==> config.mk <==
export PLATFORM = sky130hd
export DESIGN_NAME = device_poll_scheduler_flat
export DESIGN_NICKNAME = d
export VERILOG_FILES = /design/src/rtl/device_poll_scheduler_pkg.sv /design/src/rtl/device_poll_scheduler_if.sv /design/src/rtl/device_poll_scheduler_poll_round_timer.sv /design/src/rtl/device_poll_scheduler.sv /design/src/flat_wrapper.sv
export SDC_FILE = /design/constraint.sdc
export NUM_CORES = 1
export LEC_CHECK = 0
export ABC_AREA = 1
export CORE_ASPECT_RATIO = 2
export CORE_UTILIZATION = 51
export CTS_CLUSTER_DIAMETER = 120
export DETAILED_ROUTE_END_ITERATION = 8
export GPL_TIMING_DRIVEN = 1
export PLACE_DENSITY = 0.9
export SYNTH_ARGS = -nofsm -noshare
export SYNTH_HDL_FRONTEND = slang
export SYNTH_SLANG_ARGS = --single-unit
==> constraint.sdc <==
create_clock -name spi_clk_in -period 12.35 [get_ports spi_clk_in]
set_input_delay 2.47 -clock spi_clk_in [delete_from_list [all_inputs] [get_ports spi_clk_in]]
set_output_delay 2.47 -clock spi_clk_in [all_outputs]
set_load 0.02 [all_outputs]
==> src/rtl/device_poll_scheduler_pkg.sv <==
//==============================================================================
// Package : device_poll_pkg -- RAM map, device indices and FSM encoding shared
//           by the device poll scheduler and its sub-blocks.
// Rev     : 1.0
//==============================================================================
`default_nettype none

package device_poll_pkg;

  localparam int c_n_dev   = 4;
  localparam int c_dev_lmk = 0;
  localparam int c_dev_dac = 1;
  localparam int c_dev_adc = 2;
  localparam int c_dev_rf  = 3;
  localparam int c_src_i2c = 4;

  localparam logic [8:0] c_base_lmk  = 9'd1;
  localparam logic [8:0] c_base_dac  = 9'd50;
  localparam logic [8:0] c_base_adc  = 9'd53;
  localparam logic [8:0] c_base_rf   = 9'd64;
  localparam logic [8:0] c_base_temp = 9'd100;
  localparam logic [8:0] c_base_rtc  = 9'd101;

  typedef enum logic [2:0] {
    S_IDLE      = 3'd0,
    S_DEV_START = 3'd1,
    S_DEV_WAIT  = 3'd2,
    S_DEV_NEXT  = 3'd3,
    S_I2C_START = 3'd4,
    S_I2C_WAIT  = 3'd5,
    S_DONE      = 3'd6
  } poll_state_t;

  // Index 4 maps to the temperature slot so "next base" of RF is well defined.
  function automatic logic [8:0] dev_base(input logic [2:0] idx);
    case (idx)
      3'd0:    dev_base = c_base_lmk;
      3'd1:    dev_base = c_base_dac;
      3'd2:    dev_base = c_base_adc;
      3'd3:    dev_base = c_base_rf;
      default: dev_base = c_base_temp;
    endcase
  endfunction

endpackage

`default_nettype wire

==> src/rtl/device_poll_scheduler_if.sv <==
//==============================================================================
// Interface : device_poll_scheduler_if -- device/I2C readback handshakes, RAM
//             write port and round status of the poll scheduler.
// Rev       : 1.0
//==============================================================================
`default_nettype none

interface device_poll_scheduler_if;
  logic [3:0]   dev_rd_en;
  logic [3:0]   dev_rd_stat;
  logic [3:0]   dev_rd_valid;
  logic [127:0] dev_rd_data;
  logic         i2c_rd_stat;
  logic         i2c_rd_valid;
  logic [31:0]  i2c_rd_data;
  logic         i2c_rtc_valid;
  logic [31:0]  i2c_rtc_data;
  logic         ram_wen;
  logic [8:0]   ram_waddr;
  logic [31:0]  ram_wdata;
  logic         poll_done;
  logic         poll_overrun;
  logic [4:0]   timeout_flags;

  modport master (
    output dev_rd_en, dev_rd_stat, i2c_rd_stat, ram_wen, ram_waddr, ram_wdata,
           poll_done, poll_overrun, timeout_flags,
    input  dev_rd_valid, dev_rd_data, i2c_rd_valid, i2c_rd_data,
           i2c_rtc_valid, i2c_rtc_data
  );

  modport slave (
    input  dev_rd_en, dev_rd_stat, i2c_rd_stat, ram_wen, ram_waddr, ram_wdata,
           poll_done, poll_overrun, timeout_flags,
    output dev_rd_valid, dev_rd_data, i2c_rd_valid, i2c_rd_data,
           i2c_rtc_valid, i2c_rtc_data
  );
endinterface

`default_nettype wire

==> src/rtl/device_poll_scheduler_poll_round_timer.sv <==
//==============================================================================
// Module : poll_round_timer -- free-running round period counter, held at zero
//          while the DSP is not ready; emits a one-cycle tick on wrap.
// Rev    : 1.0
//==============================================================================
`default_nettype none

module poll_round_timer #(
  parameter logic [27:0] TIMING = 28'd20000000
) (
  input  wire logic spi_clk_in,
  input  wire logic spi_rst_in,
  input  wire logic i_rdy,
  output logic      o_tick
);

  logic [27:0] r_cnt;
  logic        w_wrap;

  assign w_wrap = (r_cnt == TIMING - 28'd1);
  assign o_tick = i_rdy && w_wrap;

  always_ff @(posedge spi_clk_in or posedge spi_rst_in) begin
    if (spi_rst_in) begin
      r_cnt <= '0;
    end else if (!i_rdy || w_wrap) begin
      r_cnt <= '0;
    end else begin
      r_cnt <= r_cnt + 28'd1;
    end
  end

endmodule

`default_nettype wire

==> src/rtl/device_poll_scheduler.sv <==
//==============================================================================
// Module : device_poll_scheduler -- periodic readback of LMK/DAC/ADC/RF (and
//          every I2C_DIV-th round the I2C sensors) into the device-info RAM.
// Rev    : 1.0
//==============================================================================
`default_nettype none

module device_poll_scheduler
  import device_poll_pkg::*;
#(
  parameter logic [27:0] TIMING  = 28'd20000000,
  parameter int          LMK_CNT = 49,
  parameter int          DAC_CNT = 3,
  parameter int          ADC_CNT = 11,
  parameter int          RF_CNT  = 36,
  parameter int          I2C_DIV = 2,
  parameter logic [15:0] TIMEOUT = 16'd4096
) (
  input  wire logic               spi_clk_in,
  input  wire logic               spi_rst_in,
  input  wire logic               dsp2fpga_dsp_rdy,
  device_poll_scheduler_if.master bus
);

  localparam int c_rnd_w = (I2C_DIV > 1) ? $clog2(I2C_DIV) : 1;

  logic               w_tick;
  poll_state_t        r_state, w_state_nxt;
  logic [1:0]         r_dev, w_dev_nxt;
  logic [8:0]         r_addr, w_addr_nxt;
  logic [7:0]         r_wcnt, w_wcnt_nxt;
  logic [15:0]        r_tcnt, w_tcnt_nxt;
  logic [c_rnd_w-1:0] r_round, w_round_nxt;
  logic               r_temp_got, w_temp_got_nxt;
  logic [1:0]         r_rtc_cnt, w_rtc_cnt_nxt;
  logic [3:0]         r_en, w_en_nxt, r_stat, w_stat_nxt;
  logic               r_i2c_stat, w_i2c_stat_nxt;
  logic               r_wen, w_wen_nxt;
  logic [8:0]         r_waddr, w_waddr_nxt;
  logic [31:0]        r_wdata, w_wdata_nxt;
  logic               r_done, w_done_nxt, r_ovr, w_ovr_nxt;
  logic [4:0]         r_flags, w_flags_nxt;
  logic [7:0]         w_dev_cnt;
  logic               w_sel_valid;
  logic [31:0]        w_sel_data;

  poll_round_timer #(.TIMING(TIMING)) u_timer (
    .spi_clk_in (spi_clk_in),
    .spi_rst_in (spi_rst_in),
    .i_rdy      (dsp2fpga_dsp_rdy),
    .o_tick     (w_tick)
  );

  always_comb begin
    case (r_dev)
      2'd0:    w_dev_cnt = 8'(LMK_CNT);
      2'd1:    w_dev_cnt = 8'(DAC_CNT);
      2'd2:    w_dev_cnt = 8'(ADC_CNT);
      default: w_dev_cnt = 8'(RF_CNT);
    endcase
  end

  // Only the lane of the device being served is ever looked at.
  assign w_sel_valid = bus.dev_rd_valid[r_dev];
  assign w_sel_data  = bus.dev_rd_data[{r_dev, 5'd0} +: 32];

  always_comb begin
    w_state_nxt    = r_state;
    w_dev_nxt      = r_dev;
    w_addr_nxt     = r_addr;
    w_wcnt_nxt     = r_wcnt;
    w_tcnt_nxt     = r_tcnt;
    w_round_nxt    = r_round;
    w_temp_got_nxt = r_temp_got;
    w_rtc_cnt_nxt  = r_rtc_cnt;
    w_en_nxt       = r_en;
    w_stat_nxt     = 4'd0;
    w_i2c_stat_nxt = 1'b0;
    w_wen_nxt      = 1'b0;
    w_waddr_nxt    = r_waddr;
    w_wdata_nxt    = r_wdata;
    w_done_nxt     = 1'b0;
    w_ovr_nxt      = w_tick && (r_state != S_IDLE);
    w_flags_nxt    = r_flags;

    case (r_state)
      S_IDLE: begin
        if (w_tick) begin
          w_flags_nxt = '0;
          w_dev_nxt   = 2'd0;
          w_addr_nxt  = c_base_lmk;
          w_state_nxt = S_DEV_START;
        end
      end
      S_DEV_START: begin
        w_stat_nxt  = 4'b0001 << r_dev;
        w_en_nxt    = 4'b0001 << r_dev;
        w_wcnt_nxt  = w_dev_cnt;
        w_tcnt_nxt  = '0;
        w_state_nxt = S_DEV_WAIT;
      end
      S_DEV_WAIT: begin
        if (r_wcnt == 8'd0) begin
          w_state_nxt = S_DEV_NEXT;
        end else if (w_sel_valid) begin
          w_wen_nxt   = 1'b1;
          w_waddr_nxt = r_addr;
          w_wdata_nxt = w_sel_data;
          w_addr_nxt  = r_addr + 9'd1;
          w_wcnt_nxt  = r_wcnt - 8'd1;
          // Restart at 1 so the timeout lands exactly TIMEOUT clocks after this pulse.
          w_tcnt_nxt  = 16'd1;
          if (r_wcnt == 8'd1) begin
            w_state_nxt = S_DEV_NEXT;
          end
        end else if (r_tcnt == TIMEOUT) begin
          w_flags_nxt[r_dev] = 1'b1;
          w_addr_nxt         = dev_base({1'b0, r_dev} + 3'd1);
          w_state_nxt        = S_DEV_NEXT;
        end else begin
          w_tcnt_nxt = r_tcnt + 16'd1;
        end
      end
      S_DEV_NEXT: begin
        w_en_nxt = 4'd0;
        if (r_dev != 2'd3) begin
          w_dev_nxt   = r_dev + 2'd1;
          w_state_nxt = S_DEV_START;
        end else if (r_round == '0) begin
          w_state_nxt = S_I2C_START;
        end else begin
          w_state_nxt = S_DONE;
        end
      end
      S_I2C_START: begin
        w_i2c_stat_nxt = 1'b1;
        w_tcnt_nxt     = '0;
        w_temp_got_nxt = 1'b0;
        w_rtc_cnt_nxt  = 2'd0;
        w_state_nxt    = S_I2C_WAIT;
      end
      S_I2C_WAIT: begin
        if (bus.i2c_rd_valid && !r_temp_got) begin
          w_wen_nxt      = 1'b1;
          w_waddr_nxt    = c_base_temp;
          w_wdata_nxt    = bus.i2c_rd_data;
          w_temp_got_nxt = 1'b1;
          w_tcnt_nxt     = 16'd1;
          if (r_rtc_cnt == 2'd2) begin
            w_state_nxt = S_DONE;
          end
        end else if (bus.i2c_rtc_valid && (r_rtc_cnt != 2'd2)) begin
          w_wen_nxt     = 1'b1;
          w_waddr_nxt   = c_base_rtc + {7'd0, r_rtc_cnt};
          w_wdata_nxt   = bus.i2c_rtc_data;
          w_rtc_cnt_nxt = r_rtc_cnt + 2'd1;
          w_tcnt_nxt    = 16'd1;
          if (r_temp_got && (r_rtc_cnt == 2'd1)) begin
            w_state_nxt = S_DONE;
          end
        end else if (r_tcnt == TIMEOUT) begin
          w_flags_nxt[c_src_i2c] = 1'b1;
          w_state_nxt            = S_DONE;
        end else begin
          w_tcnt_nxt = r_tcnt + 16'd1;
        end
      end
      S_DONE: begin
        w_done_nxt  = 1'b1;
        w_round_nxt = (r_round == c_rnd_w'(I2C_DIV - 1)) ? '0 : r_round + 1'b1;
        w_state_nxt = S_IDLE;
      end
      default: begin
        w_state_nxt = S_IDLE;
      end
    endcase
  end

  always_ff @(posedge spi_clk_in or posedge spi_rst_in) begin
    if (spi_rst_in) begin
      r_state    <= S_IDLE;
      r_dev      <= '0;
      r_addr     <= '0;
      r_wcnt     <= '0;
      r_tcnt     <= '0;
      r_round    <= '0;
      r_temp_got <= 1'b0;
      r_rtc_cnt  <= '0;
      r_en       <= '0;
      r_stat     <= '0;
      r_i2c_stat <= 1'b0;
      r_wen      <= 1'b0;
      r_waddr    <= '0;
      r_wdata    <= '0;
      r_done     <= 1'b0;
      r_ovr      <= 1'b0;
      r_flags    <= '0;
    end else begin
      r_state    <= w_state_nxt;
      r_dev      <= w_dev_nxt;
      r_addr     <= w_addr_nxt;
      r_wcnt     <= w_wcnt_nxt;
      r_tcnt     <= w_tcnt_nxt;
      r_round    <= w_round_nxt;
      r_temp_got <= w_temp_got_nxt;
      r_rtc_cnt  <= w_rtc_cnt_nxt;
      r_en       <= w_en_nxt;
      r_stat     <= w_stat_nxt;
      r_i2c_stat <= w_i2c_stat_nxt;
      r_wen      <= w_wen_nxt;
      r_waddr    <= w_waddr_nxt;
      r_wdata    <= w_wdata_nxt;
      r_done     <= w_done_nxt;
      r_ovr      <= w_ovr_nxt;
      r_flags    <= w_flags_nxt;
    end
  end

  assign bus.dev_rd_en     = r_en;
  assign bus.dev_rd_stat   = r_stat;
  assign bus.i2c_rd_stat   = r_i2c_stat;
  assign bus.ram_wen       = r_wen;
  assign bus.ram_waddr     = r_waddr;
  assign bus.ram_wdata     = r_wdata;
  assign bus.poll_done     = r_done;
  assign bus.poll_overrun  = r_ovr;
  assign bus.timeout_flags = r_flags;

endmodule

`default_nettype wire
==> src/flat_wrapper.sv <==
// flat-port wrapper written by rule: the top's interface ports become plain ports
module device_poll_scheduler_flat import device_poll_pkg::*;
#(
  parameter logic [27:0] TIMING  = 28'd20000000,
  parameter int          LMK_CNT = 49,
  parameter int          DAC_CNT = 3,
  parameter int          ADC_CNT = 11,
  parameter int          RF_CNT  = 36,
  parameter int          I2C_DIV = 2,
  parameter logic [15:0] TIMEOUT = 16'd4096
)
  (spi_clk_in, spi_rst_in, dsp2fpga_dsp_rdy, bus_dev_rd_en, bus_dev_rd_stat, bus_i2c_rd_stat, bus_ram_wen, bus_ram_waddr, bus_ram_wdata, bus_poll_done, bus_poll_overrun, bus_timeout_flags, bus_dev_rd_valid, bus_dev_rd_data, bus_i2c_rd_valid, bus_i2c_rd_data, bus_i2c_rtc_valid, bus_i2c_rtc_data);
  device_poll_scheduler_if bus_i ();
  input  wire logic spi_clk_in;
  input  wire logic spi_rst_in;
  input  wire logic dsp2fpga_dsp_rdy;
  output wire logic [$bits(bus_i.dev_rd_en)-1:0] bus_dev_rd_en;
  output wire logic [$bits(bus_i.dev_rd_stat)-1:0] bus_dev_rd_stat;
  output wire logic [$bits(bus_i.i2c_rd_stat)-1:0] bus_i2c_rd_stat;
  output wire logic [$bits(bus_i.ram_wen)-1:0] bus_ram_wen;
  output wire logic [$bits(bus_i.ram_waddr)-1:0] bus_ram_waddr;
  output wire logic [$bits(bus_i.ram_wdata)-1:0] bus_ram_wdata;
  output wire logic [$bits(bus_i.poll_done)-1:0] bus_poll_done;
  output wire logic [$bits(bus_i.poll_overrun)-1:0] bus_poll_overrun;
  output wire logic [$bits(bus_i.timeout_flags)-1:0] bus_timeout_flags;
  input wire logic [$bits(bus_i.dev_rd_valid)-1:0] bus_dev_rd_valid;
  input wire logic [$bits(bus_i.dev_rd_data)-1:0] bus_dev_rd_data;
  input wire logic [$bits(bus_i.i2c_rd_valid)-1:0] bus_i2c_rd_valid;
  input wire logic [$bits(bus_i.i2c_rd_data)-1:0] bus_i2c_rd_data;
  input wire logic [$bits(bus_i.i2c_rtc_valid)-1:0] bus_i2c_rtc_valid;
  input wire logic [$bits(bus_i.i2c_rtc_data)-1:0] bus_i2c_rtc_data;
  assign bus_dev_rd_en = bus_i.dev_rd_en;
  assign bus_dev_rd_stat = bus_i.dev_rd_stat;
  assign bus_i2c_rd_stat = bus_i.i2c_rd_stat;
  assign bus_ram_wen = bus_i.ram_wen;
  assign bus_ram_waddr = bus_i.ram_waddr;
  assign bus_ram_wdata = bus_i.ram_wdata;
  assign bus_poll_done = bus_i.poll_done;
  assign bus_poll_overrun = bus_i.poll_overrun;
  assign bus_timeout_flags = bus_i.timeout_flags;
  assign bus_i.dev_rd_valid = bus_dev_rd_valid;
  assign bus_i.dev_rd_data = bus_dev_rd_data;
  assign bus_i.i2c_rd_valid = bus_i2c_rd_valid;
  assign bus_i.i2c_rd_data = bus_i2c_rd_data;
  assign bus_i.i2c_rtc_valid = bus_i2c_rtc_valid;
  assign bus_i.i2c_rtc_data = bus_i2c_rtc_data;
  device_poll_scheduler #(.TIMING(TIMING), .LMK_CNT(LMK_CNT), .DAC_CNT(DAC_CNT), .ADC_CNT(ADC_CNT), .RF_CNT(RF_CNT), .I2C_DIV(I2C_DIV), .TIMEOUT(TIMEOUT)) u_core (.spi_clk_in(spi_clk_in), .spi_rst_in(spi_rst_in), .dsp2fpga_dsp_rdy(dsp2fpga_dsp_rdy), .bus(bus_i));
endmodule
## After elaboration in Yosys (flattened, before gate mapping)

Index checks and enable logic that the tools add are counted.
Widths: inputs -> output; s select.

- Word-level logic and storage cells: 174
- Bits of input ports: 201
- Output and inout port bits: 58
- Register bits: 128

- Shift operators: 2
- Muxes and demuxes: 71
- Magnitude comparators: 3
- Reduce and logical (&&, ||, !) cells: 33
- Bitwise operators: 1
- $add $sub $neg: 9
- Equality and inequality tests: 36

Operators by type and width:

| operator | number |
|---|---|
| $mux 32 | 4 |
| $shiftx 128x8->32 | 1 |
| $mux 16 | 5 |
| $mux 9 | 8 |
| $pmux 32 s2 | 1 |
| $pmux 16 s3 | 1 |
| $pmux 9 s2 | 2 |
| $mux 3 | 11 |
| $add 28x1->28 const B | 1 |
| $eq 28x25->1 const B | 1 |
| $mux 28 | 1 |
| $pmux 7 s4 | 1 |
| $mux 5 | 4 |
| $pmux 3 s6 | 1 |
| $pmux 6 s3 | 1 |
| $add 16x1->16 const B | 1 |
| $eq 16x13->1 const B | 1 |
| $mux 8 | 2 |
| $pmux 4 s2 | 2 |
| $pmux 8 s2 | 1 |
| $ne 2x1->1 const B | 7 |
| $mux 1 | 13 |
| $eq 3x2->1 const B | 4 |
| $ne 2x2->1 const B | 6 |
| 43 further kinds | 75 |

## Longest topological paths before layout

- Depth in word-level cells: 9
- Mapped depth: 12
- Gate-level depth less buffers: 11

## By module

A second synthesis with hierarchy kept.

- Cell total of the unflattened synthesis: 1185
- Area total of the unflattened synthesis: 8276.7 µm²

Modules (own cells, without submodules):

| module | area an instance (µm²) | sequential area each (µm²) | instances | cells an instance |
|---|---|---|---|---|
| device_poll_scheduler | 6545.0 | 2502.4 | 1 | 922 |
| poll_round_timer | 1731.7 | 700.7 | 1 | 263 |

## Worst setup path before layout

No wires, ideal clock.

- Path type: input to register
- Start: input bus_i2c_rtc_valid
- End: register u_core.r_wdata[10], in the netlist u_core.bus.ram_wdata[10]
- Data arrival time: 3.411 ns
- Path buffers: 2
- Library setup time: 0.131 ns
- Required time: 12.219 ns
- Stages on the path: 9
- Setup slack: 8.808 ns
- Cell sequence: inv_1 > nor2_1 > inv_1 > nor2_2 > nor2_2 > nand2_2 > buf_6 > buf_2 > a31oi_1

- Word-level cells in the longest chain between the ends: 3

Ends and longest elaborated chain:

| what | RTL line | source |
|---|---|---|
| from (decl) | flat_wrapper.sv:30 | `input wire logic [$bits(bus_i.i2c_rtc_valid)-1:0] bus_i2c_rtc_valid;` |
| $logic_and 1x1->1 | device_poll_scheduler.sv:152 | `end else if (bus.i2c_rtc_valid && (r_rtc_cnt != 2'd2)) begin` |
| $ne 3x1->1 (no source line) | - |  |
| $reduce_and 4->1 (no source line) | - |  |
| to (signal assigned) | device_poll_scheduler.sv:212 | `r_wdata <= w_wdata_nxt;` |
| to (decl) | device_poll_scheduler.sv:40 | `logic [31:0] r_wdata, w_wdata_nxt;` |

No other way between the ends.
A chain may end at the register's enable or synchronous reset.

## Worst setup path after layout

- Start: input bus_i2c_rd_valid
- End: register u_core.r_waddr[2], in the netlist u_core.bus.ram_waddr[2]

- Word-level cells in the longest chain between the ends: 3
- Elaborated cells on any way between the ends: 5
- Classes of those cells: eq/ne: 1; mux: 2; reduce/logical: 2

Ends and longest elaborated chain:

| what | RTL line | source |
|---|---|---|
| from (decl) | flat_wrapper.sv:28 | `input wire logic [$bits(bus_i.i2c_rd_valid)-1:0] bus_i2c_rd_valid;` |
| $logic_and 1x1->1 * | device_poll_scheduler.sv:143 | `if (bus.i2c_rd_valid && !r_temp_got) begin` |
| $ne 3x1->1 (no source line) / $mux 9 (equally long branches) | - |  |
| $reduce_and 4->1 (no source line) / $pmux 9 s2 (equally long branches) | - |  |
| to (signal assigned) | device_poll_scheduler.sv:211 | `r_waddr <= w_waddr_nxt;` |
| to (decl) | device_poll_scheduler.sv:39 | `logic [8:0] r_waddr, w_waddr_nxt;` |

Every way passes the cells marked *; elsewhere a longest branch is shown, timed or not.

==> results.txt <==
- Share of power burned in registers: about 29%
* Clk sink count: about 130
- Synthesis-to-layout area growth: 41.0%
- Net switching is 42.8% of the power.
- Crit path kind: in -> reg
- After synthesis the cells add up to 7970 sq um.
* CTS Buffer Depth: 2
* Power share of the combinational group: 47.3%
- STA classifies the critical path startpoint as an input port.
* Area of placed instances: between 10000 and 15000 sq um
* Die height: 179 um
* Fraction of final layout cells with drive strength greater than 1: around 6.4%
* Sequential cell area: 3200 sq um
- Aggregate global-route resource usage: between 30% and 40%
- TritonCTS built the clock tree.
* R2R Path Start: u_core.r_dev[0]$_DFFE_PP0P_
- Synth Area per Inst: 7.28 sq um
- DRC: 0
- Post-CTS setup buffer count: 0
- After routing the design area is 11200 sq um.
- After clock tree synthesis, the clock-pin slew on the worst setup and hold paths is approximately 0.060 ns.
- Aggregate routed wire length: roughly 29 mm
* Resized cells post-CTS: 0
- Maximum clock rate: 211 MHz
- Yosys warnings: 0
- Data on the critical path arrives at its endpoint at approximately 5.0 ns.
* Maximum VDD drop: 0.000124 V
- I/O pin count: 259
- The final route contains between 8000 and 9000 vias.
- Power after layout: about 0.0022 W
* Filler cells: between 1000 and 1500
* Sink of the worst hold path: u_core.u_timer.r_cnt[0]$_DFF_PP0_
- For this run, the post-layout net count is approximately 1600.
* Clock Root Buffer: sky130_fd_sc_hd__clkbuf_16
- Hold Path Class: reg -> reg
* Unique masters post-synth: 40
- The die is ~90 um wide.
* EDFF count, synth: 0
* Psw: 0.000939 W
- The finished layout holds 1545 standard cells, fillers aside.
- DRC marker count from the first detailed-route iteration: 759
* Largest net degree at the start of global routing: 84
- Worst-case register-to-register setup slack: about 9.4 ns
- The flow ran to the end, and the final reports show no timing, DRC or antenna violations.
- Critical path data required time: 12.66 ns
* Reg2Reg Depth: 10
- H-tree levels: 4
- The share of total power dissipated in the clock network is between 20% and 30%.
- Slew at the pin closest to its max-slew limit: around 1.1 ns
- Total internal power: roughly 0.0013 W
- Adding up every negative setup slack in the final design gives 0 ns.
* Number of stages on the worst hold path: 1
- Core Area: between 15000 and 20000 sq um
* Antenna diodes: 0
* Synth area leaders: sky130_fd_sc_hd__dfrtp_1 (40%), sky130_fd_sc_hd__nor2_1 (11%), sky130_fd_sc_hd__nand2_1 (9.7%)
- TritonCTS created 17 clock buffers.
- Summing all multi-input logic gate instances after layout gives 4190 sq um.
* Fraction of registers with async set/reset: between 90% and 100%
- Number of flip-flops and latches in the synthesized netlist: between 100 and 150
- The worst path needs between 4 and 5 ns of the cycle, external delays included.
- Worst R2R End: u_core.bus.ram_waddr[2]$_DFFE_PP0P_
- Number of antenna violations at the first check in global routing: 0
- Total Die Area: approximately 16000 sq um
- Cell Rows: 64
* Max-cap violations: 0
- Setup violations remaining at the end of the flow were counted as 0.
- In this run the static leakage power is slightly below 5 nW.
* Max-slew violations: 0
- The number of placed instances, taps included, is between 1500 and 2000.
* GP Congestion: 0.979
- Detailed placer's ending HPWL: 20.8 mm
- Before antenna repair, the detailed router went through 6 iterations.
* Hold violation total from the final report: 0
* Global-route wire length before repair: ~44 mm
- The startpoint identified for the worst hold timing path is u_core.u_timer.r_cnt[0]$_DFF_PP0_.
- For this configuration, the core starts out at a cell density of 52.1%.
- After technology mapping, the gate count stands at 1096.
- Cells fill roughly 74% of the core in the end.
* Slew HR: between 20 and 30%
* Clock Latency Late Sink: about 0.42 ns
* Total power density per cell area: just under 200 nW/um^2
* Detailed-route wire length per cell: approximately 19 um
- Count of buffers inserted at the top-level ports: 258
- Clk_skew: just over 0.008 ns
- Remaining global-route overflow: 0
- After detailed routing, the number of vias per cell comes to 5.76.
- Among all flip-flop cells after synthesis, the most frequent one is sky130_fd_sc_hd__dfrtp_1.
- Max Fanout on Critical Path: 75
- The worst setup path is captured at a flop.
- Fraction of synthesized cell area taken by the top area cell type: about two fifths
- Syn Nets: 1315
- The number of global-route vias before repair came to around 8400.
- The worst path uses between 30% and 40% of the clock period.
- In this run the remaining antenna-violating nets after routing total 0.
- Setup repair after global routing left no endpoint under its margin.
* Number of hold buffers added after CTS: 0
* Sequential area share after synthesis: 40.2%
- Cell taking the most area after synthesis: sky130_fd_sc_hd__dfrtp_1
==> worst max-delay path by stage <==
stage / startpoint / to
after global placement: bus_i2c_rd_valid / u_core.bus.ram_waddr[2]$_DFFE_PP0P_
after detailed placement: bus_i2c_rd_valid / u_core.bus.ram_waddr[8]$_DFFE_PP0P_
after global routing: bus_i2c_rd_valid / u_core.bus.ram_waddr[2]$_DFFE_PP0P_
after floorplan: spi_rst_in / u_core.bus.dev_rd_en[0]$_DFFE_PP0P_
after CTS: bus_i2c_rd_valid / u_core.bus.ram_waddr[2]$_DFFE_PP0P_
final: bus_i2c_rd_valid / u_core.bus.ram_waddr[2]$_DFFE_PP0P_
==> through the flow <==
stage | hold WS, ns | worst slack (ns)
finish | 0.476 | 7.62
global route | 0.505 | 7.47
CTS | 0.477 | 7.60
detailed placement | 0.469 | 7.35
global placement | 0.446 | 7.43
floorplan | 0.433 | 6.47
==> power by group through the flow <==
stage               Clock [W]  Combinational, W  Sequential [W]
floorplan                   0          0.000569        0.000697
global placement            0          0.000989        0.000634
detailed placement          0           0.00102        0.000635
CTS                  0.000525           0.00103        0.000631
global route         0.000545           0.00113        0.000647
finish               0.000522           0.00104        0.000636
==> cells in the final DEF (no fill, tap or decap), types with 21 or more instances in the layout <==
cell type / count
sky130_fd_sc_hd__a31oi_1: 37
sky130_fd_sc_hd__nand3_1: 35
sky130_fd_sc_hd__dfrtp_1: 127
sky130_fd_sc_hd__inv_1: 84
sky130_fd_sc_hd__a21oi_1: 21
sky130_fd_sc_hd__clkdlybuf4s50_1: 258
sky130_fd_sc_hd__a22oi_1: 33
sky130_fd_sc_hd__o22ai_1: 36
sky130_fd_sc_hd__o21ai_0: 114
sky130_fd_sc_hd__nand2_1: 205
sky130_fd_sc_hd__nor2_1: 227
==> flip-flops by register name, indices dropped and copies added, names as in the netlist, 2 cells and up <==
name	count
u_core.r_wcnt	8
u_core.bus.ram_wdata	32
u_core.r_rtc_cnt	2
u_core.u_timer.r_cnt	28
u_core.bus.timeout_flags	5
u_core.bus.ram_waddr	9
u_core.r_addr	9
u_core.r_tcnt	16
u_core.r_state	3
u_core.bus.dev_rd_en	4
u_core.bus.dev_rd_stat	4
u_core.r_dev	2
==> cells in the mapped netlist (4+ instances only) <==
cell type,instances
sky130_fd_sc_hd__dfrtp_1,128
sky130_fd_sc_hd__a21oi_1,21
sky130_fd_sc_hd__a31o_2,5
sky130_fd_sc_hd__buf_2,15
sky130_fd_sc_hd__nor2_2,7
sky130_fd_sc_hd__o21ai_0,114
sky130_fd_sc_hd__nand2_1,205
sky130_fd_sc_hd__nand4_1,18
sky130_fd_sc_hd__nor3_1,17
sky130_fd_sc_hd__nand3_1,35
sky130_fd_sc_hd__xnor2_1,4
sky130_fd_sc_hd__xor2_1,17
sky130_fd_sc_hd__a31oi_1,37
sky130_fd_sc_hd__ha_1,18
sky130_fd_sc_hd__clkbuf_1,23
sky130_fd_sc_hd__inv_2,9
sky130_fd_sc_hd__nand2_2,5
sky130_fd_sc_hd__inv_1,85
sky130_fd_sc_hd__a22oi_1,33
sky130_fd_sc_hd__nor2_1,227
sky130_fd_sc_hd__nand2_4,7
sky130_fd_sc_hd__o22ai_1,36
==> cells by family (layout without fill, tap and decap cells) <==
| logic type | after synthesis | in the layout | share of synthesized area [%] |
|---|---|---|---|
| simple gates | 533 | 533 | 28.5 |
| compound gates | 255 | 255 | 18.8 |
| buf+inv | 141 | 392 | 7.33 |
| flops | 128 | 128 | 40.2 |
| xor+xnor | 21 | 21 | 2.31 |
| fa+ha+maj | 18 | 18 | 2.82 |
==> metal layers <==
| metal | wire, um | GRT usage (%) |
|---|---|---|
| met1 | 9750 | 36.6 |
| met3 | 2500 | 8.95 |
| met5 | 0 | 0 |
| met4 | 1970 | 23.3 |
| met2 | 14400 | 61.9 |
==> worst max-delay path, stage by stage <==
cell	delay [ns]
sky130_fd_sc_hd__clkdlybuf4s50_1	0.49
sky130_fd_sc_hd__nand2_1	0.14
sky130_fd_sc_hd__inv_1	0.13
sky130_fd_sc_hd__nand2_4	0.06
sky130_fd_sc_hd__inv_2	0.47
sky130_fd_sc_hd__nor2_2	0.09
sky130_fd_sc_hd__nand2_2	0.08
sky130_fd_sc_hd__buf_4	0.57
sky130_fd_sc_hd__inv_1	0.23
sky130_fd_sc_hd__o21ai_0	0.29
==> final cells by class <==
type / count / share of cell area (%)
inverter: 96 / 3.25
multi-input combinational: 827 / 37.2
tap: 198 / 2.20
sequential: 128 / 28.5
clock buffer: 20 / 4.06
clock inverter: 12 / 1.41
timing repair buffer: 264 / 23.4
(Power assumes the default switching activity.)
